$ cat config.mk
export PLATFORM = sky130hd
export DESIGN_NAME = clksel_seq_flat
export DESIGN_NICKNAME = d
export VERILOG_FILES = /design/src/rtl/clksel_pkg.sv /design/src/rtl/clksel_seq_if.sv /design/src/rtl/clksel_seq_sync_ff.sv /design/src/rtl/clksel_seq.sv /design/src/flat_wrapper.sv
export SDC_FILE = /design/constraint.sdc
export NUM_CORES = 1
export LEC_CHECK = 0
export ABC_AREA = 1
export CAP_MARGIN = 20
export CELL_PAD_IN_SITES_DETAIL_PLACEMENT = 0
export CELL_PAD_IN_SITES_GLOBAL_PLACEMENT = 1
export CORE_MARGIN = 2
export CORE_UTILIZATION = 30
export DETAILED_ROUTE_END_ITERATION = 12
export PLACE_DENSITY_LB_ADDON = 0.08
export SYNTH_ARGS = -nofsm -noshare
export SYNTH_HDL_FRONTEND = slang
export SYNTH_HIERARCHICAL = 1
export SYNTH_SLANG_ARGS = --single-unit
$ cat constraint.sdc
create_clock -name hsclk_in -period 1.45 [get_ports hsclk_in]
set_input_delay 0.29 -clock hsclk_in [delete_from_list [all_inputs] [get_ports hsclk_in]]
set_output_delay 0.29 -clock hsclk_in [all_outputs]
set_load 0.02 [all_outputs]
$ cat src/rtl/clksel_pkg.sv
// Shared types and default constants for the PHI2 clock-select sequencer.
package clksel_pkg;

  typedef enum logic [4:0] {
    LS_RUN  = 5'b00001,
    LS_HOLD = 5'b00010,
    TO_HS   = 5'b00100,
    HS_RUN  = 5'b01000,
    TO_LS   = 5'b10000
  } state_t;

  localparam int DEF_SYNC_STAGES = 2;
  localparam int DEF_HOLD_CYCLES = 2;
  localparam int DEF_TIMEOUT     = 64;
  localparam int DEF_CNT_W       = 8;

endpackage

$ cat src/rtl/clksel_seq_if.sv
// Bundle between the sequencer, the CPU decode/config side and the clock switch.
interface clksel_seq_if;
  logic host_req;
  logic force_ls;
  logic lsclk_in;
  logic hsclk_selected;
  logic lsclk_selected;
  logic err_clr;
  logic hsclk_sel;
  logic busy;
  logic cpu_hs;
  logic sel_err;

  modport master (
    output host_req, force_ls, lsclk_in, hsclk_selected, lsclk_selected, err_clr,
    input  hsclk_sel, busy, cpu_hs, sel_err
  );

  modport slave (
    input  host_req, force_ls, lsclk_in, hsclk_selected, lsclk_selected, err_clr,
    output hsclk_sel, busy, cpu_hs, sel_err
  );
endinterface

$ cat src/rtl/clksel_seq_sync_ff.sv
// Multi-flop synchroniser bringing an asynchronous level into the hsclk_in domain.
module sync_ff #(
  parameter int SYNC_STAGES = 2
) (
  input  logic hsclk_in,
  input  logic rst_b,
  input  logic d,
  output logic q
);

  logic [SYNC_STAGES-1:0] chain;

  always_ff @(posedge hsclk_in or negedge rst_b) begin
    if (!rst_b) chain <= '0;
    else        chain <= {chain[SYNC_STAGES-2:0], d};
  end

  assign q = chain[SYNC_STAGES-1];

endmodule

$ cat src/rtl/clksel_seq.sv
// Sequences HS/LS clock-switch requests from host-bus demand, with hold-off
// after host access and timeout detection on the switch handshake.
module clksel_seq
  import clksel_pkg::*;
#(
  parameter int SYNC_STAGES = DEF_SYNC_STAGES,
  parameter int HOLD_CYCLES = DEF_HOLD_CYCLES,
  parameter int TIMEOUT     = DEF_TIMEOUT,
  parameter int CNT_W       = DEF_CNT_W
) (
  input logic         hsclk_in,
  input logic         rst_b,
  clksel_seq_if.slave bus
);

  localparam logic [CNT_W-1:0] TO_LAST   = CNT_W'(TIMEOUT - 1);
  localparam logic [CNT_W-1:0] HOLD_LAST = CNT_W'(HOLD_CYCLES - 1);

  function automatic logic [CNT_W-1:0] sat_inc(input logic [CNT_W-1:0] v);
    return (v == '1) ? v : v + CNT_W'(1);
  endfunction

  logic hs_s, ls_s, lc_s, lc_d;
  logic ls_fall, want_ls;

  sync_ff #(.SYNC_STAGES(SYNC_STAGES)) u_hs_sync (
    .hsclk_in(hsclk_in), .rst_b(rst_b), .d(bus.hsclk_selected), .q(hs_s));
  sync_ff #(.SYNC_STAGES(SYNC_STAGES)) u_ls_sync (
    .hsclk_in(hsclk_in), .rst_b(rst_b), .d(bus.lsclk_selected), .q(ls_s));
  sync_ff #(.SYNC_STAGES(SYNC_STAGES)) u_lc_sync (
    .hsclk_in(hsclk_in), .rst_b(rst_b), .d(bus.lsclk_in), .q(lc_s));

  always_ff @(posedge hsclk_in or negedge rst_b) begin
    if (!rst_b) lc_d <= 1'b0;
    else        lc_d <= lc_s;
  end

  assign ls_fall = lc_d & ~lc_s;
  assign want_ls = bus.host_req | bus.force_ls;

  state_t           state, nxt;
  logic [CNT_W-1:0] hold_cnt, hold_nxt;
  logic [CNT_W-1:0] to_cnt, to_nxt;
  logic             err_set;
  logic             hsclk_sel_r, busy_r, cpu_hs_r, sel_err_r;

  always_comb begin
    nxt      = state;
    hold_nxt = hold_cnt;
    to_nxt   = to_cnt;
    err_set  = 1'b0;
    case (state)
      LS_RUN: begin
        if (!want_ls && ls_fall) begin
          nxt      = LS_HOLD;
          hold_nxt = CNT_W'(1);
        end
      end
      LS_HOLD: begin
        // Host demand always wins over a pending return to HS.
        if (want_ls) begin
          nxt      = LS_RUN;
          hold_nxt = '0;
        end else if (ls_fall) begin
          if (hold_cnt >= HOLD_LAST) begin
            nxt      = TO_HS;
            hold_nxt = '0;
            to_nxt   = '0;
          end else begin
            hold_nxt = sat_inc(hold_cnt);
          end
        end
      end
      TO_HS: begin
        to_nxt = sat_inc(to_cnt);
        if (hs_s && !ls_s) begin
          nxt    = HS_RUN;
          to_nxt = '0;
        end else if (want_ls) begin
          nxt    = TO_LS;
          to_nxt = '0;
        end else if (to_cnt == TO_LAST) begin
          err_set = 1'b1;
          nxt     = TO_LS;
          to_nxt  = '0;
        end
      end
      HS_RUN: begin
        if (!hs_s) begin
          err_set = 1'b1;
          nxt     = TO_LS;
          to_nxt  = '0;
        end else if (want_ls) begin
          nxt    = TO_LS;
          to_nxt = '0;
        end
      end
      TO_LS: begin
        // On timeout the request stays low; the switch is left to resolve it.
        if (ls_s && !hs_s) begin
          nxt    = LS_RUN;
          to_nxt = '0;
        end else if (to_cnt == TO_LAST) begin
          err_set = 1'b1;
        end else begin
          to_nxt = sat_inc(to_cnt);
        end
      end
      default: begin
        nxt      = LS_RUN;
        hold_nxt = '0;
        to_nxt   = '0;
      end
    endcase

    // Both clocks reported selected is a switch fault: drop to LS from anywhere.
    if (hs_s && ls_s) begin
      err_set  = 1'b1;
      hold_nxt = '0;
      if (state != TO_LS) begin
        nxt    = TO_LS;
        to_nxt = '0;
      end
    end
  end

  always_ff @(posedge hsclk_in or negedge rst_b) begin
    if (!rst_b) begin
      state       <= LS_RUN;
      hold_cnt    <= '0;
      to_cnt      <= '0;
      hsclk_sel_r <= 1'b0;
      busy_r      <= 1'b0;
      cpu_hs_r    <= 1'b0;
      sel_err_r   <= 1'b0;
    end else begin
      state       <= nxt;
      hold_cnt    <= hold_nxt;
      to_cnt      <= to_nxt;
      hsclk_sel_r <= (nxt == TO_HS) || (nxt == HS_RUN);
      busy_r      <= (nxt == TO_HS) || (nxt == TO_LS);
      cpu_hs_r    <= (nxt == HS_RUN);
      if (err_set)          sel_err_r <= 1'b1;
      else if (bus.err_clr) sel_err_r <= 1'b0;
    end
  end

  assign bus.hsclk_sel = hsclk_sel_r;
  assign bus.busy      = busy_r;
  assign bus.cpu_hs    = cpu_hs_r;
  assign bus.sel_err   = sel_err_r;

endmodule

$ cat src/flat_wrapper.sv
// flat-port wrapper written by rule: the top's interface ports become plain ports
module clksel_seq_flat import clksel_pkg::*;
#(
  parameter int SYNC_STAGES = DEF_SYNC_STAGES,
  parameter int HOLD_CYCLES = DEF_HOLD_CYCLES,
  parameter int TIMEOUT     = DEF_TIMEOUT,
  parameter int CNT_W       = DEF_CNT_W
)
  (hsclk_in, rst_b, bus_host_req, bus_force_ls, bus_lsclk_in, bus_hsclk_selected, bus_lsclk_selected, bus_err_clr, bus_hsclk_sel, bus_busy, bus_cpu_hs, bus_sel_err);
  clksel_seq_if bus_i ();
  input logic hsclk_in;
  input logic rst_b;
  input wire logic [$bits(bus_i.host_req)-1:0] bus_host_req;
  input wire logic [$bits(bus_i.force_ls)-1:0] bus_force_ls;
  input wire logic [$bits(bus_i.lsclk_in)-1:0] bus_lsclk_in;
  input wire logic [$bits(bus_i.hsclk_selected)-1:0] bus_hsclk_selected;
  input wire logic [$bits(bus_i.lsclk_selected)-1:0] bus_lsclk_selected;
  input wire logic [$bits(bus_i.err_clr)-1:0] bus_err_clr;
  output wire logic [$bits(bus_i.hsclk_sel)-1:0] bus_hsclk_sel;
  output wire logic [$bits(bus_i.busy)-1:0] bus_busy;
  output wire logic [$bits(bus_i.cpu_hs)-1:0] bus_cpu_hs;
  output wire logic [$bits(bus_i.sel_err)-1:0] bus_sel_err;
  assign bus_i.host_req = bus_host_req;
  assign bus_i.force_ls = bus_force_ls;
  assign bus_i.lsclk_in = bus_lsclk_in;
  assign bus_i.hsclk_selected = bus_hsclk_selected;
  assign bus_i.lsclk_selected = bus_lsclk_selected;
  assign bus_i.err_clr = bus_err_clr;
  assign bus_hsclk_sel = bus_i.hsclk_sel;
  assign bus_busy = bus_i.busy;
  assign bus_cpu_hs = bus_i.cpu_hs;
  assign bus_sel_err = bus_i.sel_err;
  clksel_seq #(.SYNC_STAGES(SYNC_STAGES), .HOLD_CYCLES(HOLD_CYCLES), .TIMEOUT(TIMEOUT), .CNT_W(CNT_W)) u_core (.hsclk_in(hsclk_in), .rst_b(rst_b), .bus(bus_i));
endmodule
==> results of run 1 <==
[per-layer routing]
| layer | GRT usage, % | up-vias | wire length [um] |
|---|---|---|---|
| met4 | 3.67 | 0 | 37 |
| met5 | 0 | - | 0 |
| met2 | 22.4 | 31 | 2220 |
| met3 | 3.24 | 4 | 173 |
| met1 | 23.6 | 877 | 2710 |
| li1 | - | 954 | - |
[cell families (layout without fill, tap and decap cells)]
kind of cell,count (synthesis),after routing,share of synthesized area [%]
and+or+nand+nor,150,150,38.9
AOI/OAI and AO/OA,21,21,6.16
DFF,32,32,41.6
buffers and inverters,53,127,10.3
xor gates and xnor gates,1,1,0.454
adders and majority gates,4,4,2.60
[how the worst max path moves through the flow]
stage / from / to / slack (ns)
after global placement: bus_force_ls / u_core/to_cnt[1] / -0.37
after CTS: u_core/hold_cnt[0] / u_core/to_cnt[7] / -0.09
final: u_core/state[0] / u_core/hold_cnt[2] / -0.09
after floorplan: u_core/to_cnt[0] / u_core/to_cnt[5] / 0.01
after detailed placement: bus_force_ls / u_core/to_cnt[5] / -0.35
after global routing: u_core/hold_cnt[0] / u_core/to_cnt[7] / -0.22
[flip-flops by register name (all words and copies together), names as in the netlist]
signal and count:
u_core/bus.busy 1, u_core/bus.cpu_hs 1, u_core/bus.hsclk_sel 1, u_core/bus.sel_err 1
u_core/hold_cnt 8, u_core/lc_d 1, u_core/state 5, u_core/to_cnt 8
u_core/u_hs_sync/chain 2, u_core/u_lc_sync/chain 2, u_core/u_ls_sync/chain 2
[synth_stat cells, drive strengths merged]
library cell,instances
nand4,10
nand3,19
dfstp,1
xor2,1
dfrtp,31
o21ai,8
a21oi,9
o21bai,1
nand2,81
nor3,5
inv,53
nor2,34
o2111ai,1
o211ai,1
ha,4
and2,1
o22ai,1
[metrics by stage]
| step | cells | power (mW) | setup TNS [ns] | utilization [%] |
|---|---|---|---|---|
| 5_1_grt | 412 | 3.16 | -3.42 | 45.5 |
| 6_report | 412 | 2.95 | -1.29 | 45.5 |
| 3_5_place_dp | 393 | 2.00 | -6.89 | 39.3 |
| 4_1_cts | 410 | 2.84 | -1.06 | 43.8 |
| 3_3_place_gp | 393 | 2.01 | -6.87 | 39.3 |
| 2_1_floorplan | 261 | 1.63 | 0 | - |
[timing repair]
| item | 4_1_cts | 5_1_grt |
|---|---|---|
| gates resized for setup | 40 | 29 |
| setup endpoints to repair | 24 | 24 |
| setup buffers | 9 | 2 |
| cloned | 0 | 0 |
| pin swaps | 25 | 16 |
[worst register-to-register path: cells and delay by family, from the launching register on]
kind / cells / cell delay [ns]
DFF: 1 / 0.56
and+or+nand+nor: 8 / 0.83
buffers and inverters: 1 / 0.05
[power by group]
| part | switching, mW | internal, mW | leakage (nW) |
|---|---|---|---|
| registers | 0.0510 | 0.960 | 0.420 |
| logic | 0.725 | 0.507 | 0.987 |
| clock network | 0.368 | 0.340 | 0.0404 |
| total | 1.14 | 1.81 | 1.45 |
[layout make-up]
class / instances / share of cell area (%)
Clock buffer: 5 / 2.41
Clock inverter: 3 / 0.833
Inverter: 53 / 7.06
Multi-Input combinational cell: 176 / 39.8
Sequential cell: 32 / 28.1
Tap cell: 77 / 3.38
Timing Repair Buffer: 66 / 18.4
==> impl_metrics.csv, run 1 <==
group,metric,value,unit
layout,antenna_cells,0,
sta,rsz0062_at_grt,"yes",
critical_path,start_kind,"register",
layout,register_area,803,um2
synth,netlist_instances,261,
clock_network,htreeDepth,2,
critical_path,max_stage_delay,0.56,ns
sta,slew_headroom,78.5,%
clock_network,cts_buffers,5,
synth,yosysWarningCount,6,
synth,synth_seq_cells,32,
synth,syn-cell-area,1930,um2
global_route,grt_usage,15.5,%
run_status,failed_checks,"negative setup slack",
die,die-area,7080,um2
critical_path,path_delay_family,"simple AND/OR/NAND/NOR gates",
die,std_cell_rows,29,
layout,final_common_cell,"nand2_1",
synth,synth-seq-area-share,41.6,%
layout,final_cell_mix,"nand2_1, buf_4, inv_1",
synth,synth_top_area_share,40.2,%
detailed_routing,drtIter0Drc,68,
detailed_routing,remaining_drc_errors,0,
detailed_routing,firstDrtPassIters,4,
layout,drive_above_1_share,40.9,%
die,die_h,84.2,um
place,gp_congestion,0.800,
critical_path,path_cells,"nor2_4 > nand2_4 > inv_2 > nand2_2 > nand3_4 > nor3_4 > nor2_4 > nand2_1 > nand2_1",
sta,holdWs,0.340,ns
detailed_routing,avgViaCountPerCell,4.53,
critical_path,cp.required,1.63,ns
die,coreArea,6280,um2
worst_hold_path,holdCritPathClass,"in -> async",
power_and_ir_drop,vdd_drop_max,0.511,mV
layout,syn2layout_area_growth,48.0,%
global_route,grt_pass1_vias,1826,
clock_network,cts_hold_buf,0,
critical_path,rrSetupSlack,-0.09,ns
clock_network,cts_max_path_buffers,2,
power_and_ir_drop,p_leak,1.45,nW
sta,slew_viol_final,0,
run_status,status,"finished, violations left",
critical_path,cp.arrival,1.72,ns
sta,finalCriticalPeriod,1.54,ns
synth,ys_top_cells_by_area,"dfrtp_1, nand2_1, inv_1",
sta,period_share,106,%
layout,design_area,2850,um2
clock_network,clkTransAtPathRegs,0.08,ns
place,io_buffer_count,11,
global_route,grt_max_degree,19,
place,pre_cts_slack,-0.352,ns
die,die_x,84.2,um
sta,setup-violations-final,19,
die,initial_core_util,30.7,%
detailed_routing,routed_wl,5150,um
sta,setup_slack,-0.0900,ns
global_route,grt_pass1_wl,8710,um
critical_path,cp_max_fo,8,
detailed_routing,avgRoutedWirePerCell,12.5,um
flow_run,drv_cap,0,
clock_network,clkLatencyLatePin,0.29,ns
critical_path,cp-end-kind,"register",
clock_network,cts_tree,"built",
sta,worst_slew_pin_slew,0.321,ns
synth,yosysUniqueCellTypes,26,
clock_network,clockRootBuffer,"clkbuf_8",
critical_path,regToRegStartpoint,"u_core/state[0]",
place,placed_area,2470,um2
place,dp_hpwl,3910,um
global_route,grt.overflow.total,0,
clock_network,cts.sinks,32,
synth,avgSynthCellArea,7.39,um2
layout,fillers,629,
layout,multi_input_area,1130,um2
critical_path,cpMaxStageDelayCell,"dfstp_2",
power_and_ir_drop,power.density,1030,nW/um2
global_route,antenna_found_initial,0,
layout,nNetsFinal,346,
synth,syn_nets,273,
die,pin_count,12,
detailed_routing,drtAntennaViolNets,0,
sta,final_hold_viol_count,0,
synth,yosysTopAreaCell,"dfrtp_1",
critical_path,r2r_end,"u_core/hold_cnt[2]",
critical_path,rr_worst_depth,9,
sta,finalClockSkew,0.0101,ns
sta,fmax,649,MHz
critical_path,crit_buf_inv,1,
critical_path,cp_num_cells,9,
critical_path,crit_type,"reg -> reg",
detailed_routing,vias,1866,
Note: power is estimated with default switching activity, not from simulation.
==> run 2, diff against run 1 <==
- CORE_UTILIZATION: 30 -> 39
==> impl_metrics.csv, run 2 (synthesized netlist as in run 1, its figures left out) <==
group,metric,value,unit
critical_path,start_kind,"register",
detailed_routing,remaining_drc_errors,0,
die,std_cell_rows,25,
detailed_routing,wl_met3,258,um
power_and_ir_drop,p_comb_share,41.5,%
detailed_routing,drtIter0Drc,122,
layout,final_common_cell,"nand2_1",
critical_path,path_cells,"nor2_4 > nand3_4 > nor2_4 > inv_2 > nand2_4 > nand3_2 > nand2_1 > nand2_1 > nor2_1",
critical_path,rrSetupSlack,-0.08,ns
layout,nNetsFinal,334,
power_and_ir_drop,power.share.clock,23.4,%
layout,syn2layout_area_growth,43.2,%
sta,finalClockSkew,0.00586,ns
detailed_routing,firstDrtPassIters,4,
detailed_routing,wl_met2,2020,um
critical_path,path_delay_family,"simple AND/OR/NAND/NOR gates",
place,io_buffer_count,11,
layout,fillers,465,
die,die_x,74.3,um
sta,setup_slack,-0.0829,ns
critical_path,cp_max_fo,7,
power_and_ir_drop,power.density,1050,nW/um2
power_and_ir_drop,total_power,2.91,mW
clock_network,clkTransAtPathRegs,0.07,ns
power_and_ir_drop,p_sw,1.09,mW
die,pin_count,12,
global_route,grt_pass1_wl,8120,um
clock_network,cts_hold_buf,0,
die,coreArea,4750,um2
global_route,grt_max_degree,33,
power_and_ir_drop,vdd_drop_max,0.671,mV
die,initial_core_util,40.6,%
sta,rsz0062_at_grt,"yes",
critical_path,regToRegStartpoint,"u_core/state[2]",
critical_path,cp_num_cells,9,
sta,setup-violations-final,19,
critical_path,cp-end-kind,"register",
flow_run,drv_cap,0,
layout,antenna_cells,0,
critical_path,crit_buf_inv,1,
clock_network,cts_buffers,5,
run_status,failed_checks,"negative setup slack",
critical_path,max_stage_delay,0.45,ns
sta,slew_viol_final,0,
place,dp_cells,377,
critical_path,crit_path_start,"u_core/state[2]",
power_and_ir_drop,power_frac_seq,35.1,%
layout,design_area,2760,um2
power_and_ir_drop,p_leak,1.40,nW
sta,finalCriticalPeriod,1.53,ns
detailed_routing,avgViaCountPerCell,4.65,
layout,final_cells,390,
global_route,grt_pass1_vias,1711,
clock_network,cts.sinks,32,
place,pre_cts_slack,-0.369,ns
clock_network,cts_max_path_buffers,2,
critical_path,r2r_end,"u_core/to_cnt[5]",
clock_network,cts_tree,"built",
power_and_ir_drop,p_int,1.83,mW
detailed_routing,drtAntennaViolNets,0,
sta,fmax,652,MHz
place,gp_congestion,0.830,
critical_path,cp.arrival,1.75,ns
clock_network,htreeDepth,2,
critical_path,cp.required,1.67,ns
detailed_routing,topRoutingLayerUsed,"met4",
sta,worst_slew_pin_slew,0.264,ns
power_and_ir_drop,sw_frac_of_total,37.3,%
sta,period_share,106,%
critical_path,cpMaxStageDelayCell,"dfrtp_2",
place,dp_hpwl,3600,um
sta,final_hold_viol_count,0,
critical_path,crit_type,"reg -> reg",
detailed_routing,routed_wl,4710,um
global_route,grt.overflow.total,0,
sta,slew_headroom,82.3,%
die,die_h,74.3,um
critical_path,rr_worst_depth,9,
detailed_routing,wirelength_met1,2340,um
detailed_routing,avgRoutedWirePerCell,12.1,um
global_route,antenna_found_initial,0,
run_status,status,"finished, violations left",
layout,drive_above_1_share,35.9,%
detailed_routing,vias,1814,
die,die-area,5520,um2
layout,largestRegisters,"u_core/hold_cnt x8, u_core/to_cnt x8, u_core/state x5",
clock_network,clkLatencyLatePin,0.28,ns
clock_network,clockRootBuffer,"clkbuf_8",
layout,final_cell_mix,"nand2_1, inv_1, buf_4",
worst_hold_path,holdCritPathClass,"reg -> reg",
global_route,grt_usage,19.5,%
critical_path,endpoint,"u_core/to_cnt[5]",
place,placed_area,2420,um2
-- run 2: cell count changes in the layout (fill, tap and decap cells not counted), sizes merged --
cell	before	now
clkinv	1	3
clkdlybuf4s50	7	6
buf	55	43
dlygate4sd2	4	5
clkinvlp	2	0
-- run 2: worst min-delay path by stage --
stage / start / to / slack, ns / depth (start not counted)
floorplan: rst_b / u_core/bus.busy / -0.006 / 0
global placement: u_core/u_ls_sync/chain[0] / u_core/u_ls_sync/chain[1] / 0.33 / 0
detailed placement: u_core/u_hs_sync/chain[0] / u_core/u_hs_sync/chain[1] / 0.34 / 0
CTS: u_core/u_hs_sync/chain[0] / u_core/u_hs_sync/chain[1] / 0.36 / 0
global route: u_core/u_hs_sync/chain[0] / u_core/u_hs_sync/chain[1] / 0.37 / 0
finish: u_core/u_hs_sync/chain[0] / u_core/u_hs_sync/chain[1] / 0.35 / 0
-- run 2: power groups by stage --
stage          Sequential, mW  Clock (mW)  Combinational, mW
3_5_place_dp             1.03           0              0.978
3_3_place_gp             1.03           0              0.983
2_1_floorplan            1.04           0              0.589
5_1_grt                  1.03       0.768               1.33
6_report                 1.02       0.682               1.21
4_1_cts                  1.01       0.714               1.08
-- run 2: what timing repair did --
action,in CTS,in global routing
hold endpoints to repair,0,0
pin swaps,11,25
resized for setup,25,38
endpoints found under the setup margin,23,24
setup buffers,3,2
-- run 2: area by class of cell --
| type | count | area [um2] | share of cell area, % |
|---|---|---|---|
| Multi-Input combinational cell | 176 | 1130 | 41.0 |
| Sequential cell | 32 | 803 | 29.1 |
| Timing Repair Buffer | 54 | 450 | 16.3 |
| Inverter | 53 | 204 | 7.39 |
| Tap cell | 67 | 83.8 | 3.04 |
| Clock buffer | 5 | 68.8 | 2.49 |
| Clock inverter | 3 | 18.8 | 0.680 |
-- run 2: stage by stage --
stage                     TNS, ns  hold WS, ns  utilization (%)
after global routing        -2.78        0.374             58.1
after CTS                  -0.599        0.358             54.7
after detailed placement    -6.90        0.336             50.9
final                      -0.667        0.354             58.1
after floorplan                 0     -0.00559                -
after global placement      -6.31        0.332             50.9
-- run 2: routing by layer --
layer,GRT usage [%],vias to the layer above
li1,-,940
met1,30.4,828
met2,26.7,39
met3,3.93,7
met4,7.14,0
met5,0,-
